`config.mk`:
```
export PLATFORM = sky130hd
export DESIGN_NAME = updown_sweep_ctrl_flat
export DESIGN_NICKNAME = d
export VERILOG_FILES = /design/src/rtl/updown_sweep_ctrl_if.sv /design/src/rtl/updown_sweep_ctrl.sv /design/src/flat_wrapper.sv
export SDC_FILE = /design/constraint.sdc
export NUM_CORES = 1
export LEC_CHECK = 0
export CORE_MARGIN = 2
export CORE_UTILIZATION = 40
export CTS_CLUSTER_DIAMETER = 30
export DETAILED_ROUTE_END_ITERATION = 6
export PLACE_DENSITY = 0.65
export SYNTH_ARGS = -nofsm -noshare
export SYNTH_HDL_FRONTEND = slang
export SYNTH_SLANG_ARGS = --single-unit
```
`constraint.sdc`:
```
create_clock -name clk -period 2.05 [get_ports clk]
set_clock_uncertainty 0.05 [all_clocks]
set_input_delay 0.5125 -clock clk [delete_from_list [all_inputs] [get_ports clk]]
set_output_delay 0.5125 -clock clk [all_outputs]
set_load 0.01 [all_outputs]
```
`src/rtl/updown_sweep_ctrl_if.sv`:
```
// Start/busy/done handshake and counter outputs of updown_sweep_ctrl.
// The pause signal exists only when SWEEP_PAUSE_EN is defined.
interface updown_sweep_ctrl_if #(
  parameter int WIDTH    = 3,
  parameter int SWEEPS_W = 4
);
  logic                start;
  logic [WIDTH-1:0]    lo;
  logic [WIDTH-1:0]    hi;
  logic [SWEEPS_W-1:0] n_sweeps;
`ifdef SWEEP_PAUSE_EN
  logic                pause;
`endif
  logic [WIDTH-1:0]    count;
  logic                mode;
  logic                busy;
  logic                done;
  logic                err;
  logic [SWEEPS_W-1:0] sweeps_left;

`ifdef SWEEP_PAUSE_EN
  modport master (
    output start, lo, hi, n_sweeps, pause,
    input  count, mode, busy, done, err, sweeps_left
  );
  modport slave (
    input  start, lo, hi, n_sweeps, pause,
    output count, mode, busy, done, err, sweeps_left
  );
`else
  modport master (
    output start, lo, hi, n_sweeps,
    input  count, mode, busy, done, err, sweeps_left
  );
  modport slave (
    input  start, lo, hi, n_sweeps,
    output count, mode, busy, done, err, sweeps_left
  );
`endif
endinterface

```
`src/rtl/updown_sweep_ctrl.sv`:
```
// Triangular sweep sequencer: counts lo..hi..lo for n round trips per start.
// Optional freeze input is enabled by defining SWEEP_PAUSE_EN.
module updown_sweep_ctrl #(
  parameter int WIDTH    = 3,
  parameter int SWEEPS_W = 4
) (
  input  logic               clk,
  input  logic               rst,
  updown_sweep_ctrl_if.slave bus
);

  typedef enum logic [1:0] {
    IDLE = 2'd0,
    UP   = 2'd1,
    DOWN = 2'd2
  } state_t;

  localparam logic [WIDTH-1:0]    ONE_W = {{(WIDTH-1){1'b0}}, 1'b1};
  localparam logic [SWEEPS_W-1:0] ONE_S = {{(SWEEPS_W-1){1'b0}}, 1'b1};

  state_t              state_r, state_nxt_s;
  logic [WIDTH-1:0]    count_r, count_nxt_s;
  logic [WIDTH-1:0]    lo_r, lo_nxt_s, hi_r, hi_nxt_s;
  logic [SWEEPS_W-1:0] sweeps_r, sweeps_nxt_s;
  logic                done_r, done_nxt_s, err_r, err_nxt_s;
  logic                req_ok_s, accept_s, reject_s, hold_s, at_hi_s, at_lo_s, last_s;

  assign req_ok_s = (bus.lo < bus.hi) && (bus.n_sweeps != {SWEEPS_W{1'b0}});
  assign accept_s = (state_r == IDLE) && bus.start && req_ok_s;
  assign reject_s = (state_r == IDLE) && bus.start && !req_ok_s;
  assign at_hi_s  = (count_r == hi_r);
  assign at_lo_s  = (count_r == lo_r);
  assign last_s   = (sweeps_r == ONE_S);
`ifdef SWEEP_PAUSE_EN
  // Freeze only matters while a job runs; IDLE ignores it.
  assign hold_s   = bus.pause && (state_r != IDLE);
`else
  assign hold_s   = 1'b0;
`endif

  // State and datapath registers with synchronous reset.
  always_ff @(posedge clk) begin
    if (rst) begin
      state_r  <= IDLE;
      count_r  <= {WIDTH{1'b0}};
      lo_r     <= {WIDTH{1'b0}};
      hi_r     <= {WIDTH{1'b0}};
      sweeps_r <= {SWEEPS_W{1'b0}};
      done_r   <= 1'b0;
      err_r    <= 1'b0;
    end else begin
      state_r  <= state_nxt_s;
      count_r  <= count_nxt_s;
      lo_r     <= lo_nxt_s;
      hi_r     <= hi_nxt_s;
      sweeps_r <= sweeps_nxt_s;
      done_r   <= done_nxt_s;
      err_r    <= err_nxt_s;
    end
  end

  // Next-state selection.
  always_comb begin
    state_nxt_s = state_r;
    case (state_r)
      IDLE:    if (accept_s) state_nxt_s = UP; else state_nxt_s = IDLE;
      UP:      if (!hold_s && at_hi_s) state_nxt_s = DOWN; else state_nxt_s = UP;
      DOWN: begin
        if (hold_s || !at_lo_s) state_nxt_s = DOWN;
        else if (last_s)        state_nxt_s = IDLE;
        else                    state_nxt_s = UP;
      end
      default: state_nxt_s = IDLE;
    endcase
  end

  // Next values of count, sweep counter, bound latches and pulses.
  always_comb begin
    count_nxt_s  = count_r;
    sweeps_nxt_s = sweeps_r;
    lo_nxt_s     = lo_r;
    hi_nxt_s     = hi_r;
    done_nxt_s   = 1'b0;
    err_nxt_s    = 1'b0;
    case (state_r)
      IDLE: begin
        if (accept_s) begin
          count_nxt_s  = bus.lo;
          sweeps_nxt_s = bus.n_sweeps;
          lo_nxt_s     = bus.lo;
          hi_nxt_s     = bus.hi;
        end else if (reject_s) begin
          err_nxt_s    = 1'b1;
        end else begin
          count_nxt_s  = count_r;
        end
      end
      UP: begin
        if (hold_s)       count_nxt_s = count_r;
        else if (at_hi_s) count_nxt_s = hi_r - ONE_W;
        else              count_nxt_s = count_r + ONE_W;
      end
      DOWN: begin
        if (hold_s) begin
          count_nxt_s  = count_r;
        end else if (!at_lo_s) begin
          count_nxt_s  = count_r - ONE_W;
        end else if (last_s) begin
          sweeps_nxt_s = {SWEEPS_W{1'b0}};
          done_nxt_s   = 1'b1;
        end else begin
          sweeps_nxt_s = sweeps_r - ONE_S;
          count_nxt_s  = lo_r + ONE_W;
        end
      end
      default: begin
        count_nxt_s  = {WIDTH{1'b0}};
        sweeps_nxt_s = {SWEEPS_W{1'b0}};
      end
    endcase
  end

  assign bus.count       = count_r;
  assign bus.mode        = (state_r == DOWN);
  assign bus.busy        = (state_r != IDLE);
  assign bus.done        = done_r;
  assign bus.err         = err_r;
  assign bus.sweeps_left = sweeps_r;

endmodule

```
`src/flat_wrapper.sv`:
```
// flat-port wrapper written by rule: the top's interface ports become plain ports
module updown_sweep_ctrl_flat 
#(
  parameter int WIDTH    = 3,
  parameter int SWEEPS_W = 4
)
  (clk, rst, bus_start, bus_lo, bus_hi, bus_n_sweeps, bus_count, bus_mode, bus_busy, bus_done, bus_err, bus_sweeps_left);
  updown_sweep_ctrl_if #(.WIDTH(WIDTH), .SWEEPS_W(SWEEPS_W)) bus_i ();
  input  logic clk;
  input  logic rst;
  input wire logic [$bits(bus_i.start)-1:0] bus_start;
  input wire logic [$bits(bus_i.lo)-1:0] bus_lo;
  input wire logic [$bits(bus_i.hi)-1:0] bus_hi;
  input wire logic [$bits(bus_i.n_sweeps)-1:0] bus_n_sweeps;
  output wire logic [$bits(bus_i.count)-1:0] bus_count;
  output wire logic [$bits(bus_i.mode)-1:0] bus_mode;
  output wire logic [$bits(bus_i.busy)-1:0] bus_busy;
  output wire logic [$bits(bus_i.done)-1:0] bus_done;
  output wire logic [$bits(bus_i.err)-1:0] bus_err;
  output wire logic [$bits(bus_i.sweeps_left)-1:0] bus_sweeps_left;
  assign bus_i.start = bus_start;
  assign bus_i.lo = bus_lo;
  assign bus_i.hi = bus_hi;
  assign bus_i.n_sweeps = bus_n_sweeps;
  assign bus_count = bus_i.count;
  assign bus_mode = bus_i.mode;
  assign bus_busy = bus_i.busy;
  assign bus_done = bus_i.done;
  assign bus_err = bus_i.err;
  assign bus_sweeps_left = bus_i.sweeps_left;
  updown_sweep_ctrl #(.WIDTH(WIDTH), .SWEEPS_W(SWEEPS_W)) u_core (.clk(clk), .rst(rst), .bus(bus_i));
endmodule
```
==> summary.md <==
| Metric | Value |
|---|---|
| Least-Margin Pin Slew | around 0.52 ns |
| Share of cells above drive strength 1 | 0.218 |
| Gr ovfl total | 0 |
| Area Growth Syn to Fin | 35.9% |
| I/O pins | 24 |
| Cells after DPL | 230 |
| Status | finished, final reports clean |
| CORE AREA | roughly 3000 um2 |
| Worst EP arrival | between 1 and 1.5 ns |
| Hold Vio Cnt, Final | 0 |
| First-pass GRT wire length | 5660 um |
| Yosys reg bits | 17 |
| Die Ht | 60.8 um |
| Register area share after synthesis | 0.264 |
| # H-tree levels | 1 |
| CTS tree | done |
| Ys async rst share | 0 |
| Hold-fix buffers, CTS | 0 |
| DRC | 0 |
| Gpl congestion | around 0.89 |
| Max-slew headroom | 0.652 |
| CP endpoint kind | primary output |
| Worst-Skew Late Latency | roughly 0.3 ns |
| Crit-path max FO | 9 |
| Max cap viols | 0 |
| Vias in the first global route | around 1.2k |
| P per Cell Area | approximately 780 nW/um2 |
| Die area | about 3700 um2 |
| Count of cell types in the netlist | 51 |
| Top cells by count, synth | dfxtp_1, inv_1, nor2_1, nand2_1, a21oi_1 |
| Peak supply drop | about 0.42 mV |
| Synth warnings | 0 |
| Synth area leader | dfxtp_1 |
| Main area contributors after synthesis | dfxtp_1, ha_1, mux2i_1 |
| Port Buf Inserts | 23 |
| Fin. max-slew vios | 0 |
| Num CTS Buffers | 3 |
| Fin crit period | 2.01 ns |
| Worst-case clock buffer depth | 2 |
| Synth Instances | 156 |
| Final Instance Count excl. Fillers | 237 |
| Initial antenna violation count | 0 |
| P_leak | between 0.0007 and 0.0008 uW |
| Most common cell in the netlist | dfxtp_1 |
| Std cell rows | 20 |
| Avg Inst Size Synth | slightly above 8 um2 |
| Required time worst endpoint | 1.49 ns |
| Tcrit/Tclk final | 0.981 |
| Clk slew on worst S/H paths | 0.11 ns |
| Number of diodes | 0 |
| RSZ-0062 raised after global routing | yes |
| Post-synth EDFFs | 0 |
| Drt wl/cell | about 14 um |
| Max Clock Freq | a little under 500 MHz |
| Root Driver | clkbuf_4 |
| Share of the synthesized area in the top cell type | 0.264 |
| Worst min path class | reg -> reg |
| Drt initial violations | 56 |
| Tot GR Track Use | 0.208 |
| TritonCTS Sinks | 17 |
| Dominant synthesized flop cell | dfxtp_1 |
| Critical Path Source Type | flop |
| Drt total wl | 3410 um |
| Largest net degree at the start of global routing | 18 |
| Remaining antenna violation count after routing | 0 |
| DRT Pass-1 Iters | 4 |
| DR vias/cell | between 5 and 6 |
| Syn Nets | 177 |
| Die width | just over 60 um |
| Initial cell density of the core | 0.423 |
| Critical path type | reg -> out |
| Hold_ws | 0.463 ns |
| Via count | about 1.3k |
| Mapped cell area | 1290 um2 |
| Nets | approximately 220 |
| # setup viols final | 0 |
| Post-DP HPWL | about 2700 um |
-- through the flow --
step	utilization	power, uW	area (um2)	setup WS (ns)	TNS, ns
2_1_floorplan	-	899	1290	0.0763	0
3_3_place_gp	0.539	1130	1650	-0.408	-5.38
3_5_place_dp	0.539	1140	1650	-0.506	-6.46
4_1_cts	0.558	1350	1700	0.00455	0
5_1_grt	0.574	1470	1750	-0.00890	-0.00890
6_report	0.574	1370	1750	0.0381	0
-- cells by family (layout without fill, tap and decap cells) --
family	Yosys count	in the layout	share of synthesized area
and+or+nand+nor	59	59	0.247
AOI/OAI and AO/OA	35	35	0.221
buffers and inverters	23	60	0.0757
DFF	17	17	0.264
adders and majority gates	8	8	0.0776
xor gates and xnor gates	7	7	0.0592
muxes	7	7	0.0553
-- where the power goes --
| part | switching [uW] | internal, uW | leakage [uW] | total, uW |
|---|---|---|---|---|
| clock | 117 | 72.9 | 0.0000177 | 190 |
| combinational | 390 | 352 | 0.000582 | 742 |
| sequential | 63.2 | 377 | 0.000140 | 440 |
| total | 570 | 802 | 0.000740 | 1370 |
-- critical path: stages (launching register included) --
cell and delay (ns):
dfxtp_4 0.39, nor2_2 0.18, inv_1 0.09, clkdlybuf4s50_1 0.48
-- cell type report --
cell class / instances / area, um2
well taps: 44 / 55.1
clock inverters: 1 / 5.00
repair buffers: 41 / 374
multi-input cells: 116 / 893
inverters: 15 / 56.3
flip-flops and latches: 17 / 347
fillers: 296 / 1300
clock buffers: 3 / 22.5
-- cell usage in the layout (no fill, tap or decap), types with 3 or more instances in the layout --
master / netlist / routed
a211oi_1: 3 / 3
a21oi_1: 9 / 9
buf_4: 0 / 17
clkbuf_4: 0 / 3
clkdlybuf4s50_1: 0 / 15
dfxtp_1: 17 / 14
dlygate4sd2_1: 0 / 4
dlymetal6s2s_1: 0 / 4
ha_1: 8 / 6
inv_1: 15 / 14
mux2i_1: 6 / 6
nand2_1: 11 / 11
nand2b_1: 7 / 7
nand3_1: 3 / 3
nor2_1: 14 / 13
nor3_1: 5 / 5
nor4_1: 4 / 4
or3_1: 3 / 3
xnor2_1: 3 / 3
-- registers in the layout (all words and copies together), names as in the netlist --
| signal | count |
|---|---|
| u_core.bus.count | 3 |
| u_core.lo_r | 3 |
| u_core.bus.sweeps_left | 4 |
| u_core.hi_r | 3 |
| u_core.bus.err | 1 |
| u_core.state_r | 2 |
| u_core.bus.done | 1 |
-- path summary, 6_finish.rpt --
path,cells after the start,slack (ns),start,end
max,3,0.04,u_core.state_r[1]$_SDFF_PP0_,bus_busy
min,2,0.46,u_core.bus.sweeps_left[1]$_SDFFE_PP0P_,u_core.bus.sweeps_left[1]$_SDFFE_PP0P_
max reg2reg,8,0.09,u_core.bus.sweeps_left[1]$_SDFFE_PP0P_,u_core.bus.count[0]$_SDFFE_PP0P_
min reg2reg,2,0.46,u_core.bus.sweeps_left[1]$_SDFFE_PP0P_,u_core.bus.sweeps_left[1]$_SDFFE_PP0P_
-- metal layers --
| metal | global-route usage | vias up | share of wire |
|---|---|---|---|
| met2 | 0.327 | 43 | 0.47 |
| met1 | 0.286 | 605 | 0.46 |
| met3 | 0.0341 | 9 | 0.054 |
| li1 | - | 637 | - |
| met5 | 0 | - | 0 |
| met4 | 0.0776 | 0 | 0.021 |
-- what timing repair did --
action,CTS,global route
setup buffers,1,2
endpoints found under the setup margin,16,12
pin swaps,5,4
resized for setup,12,12
Power figures use the tool's default switching activity.
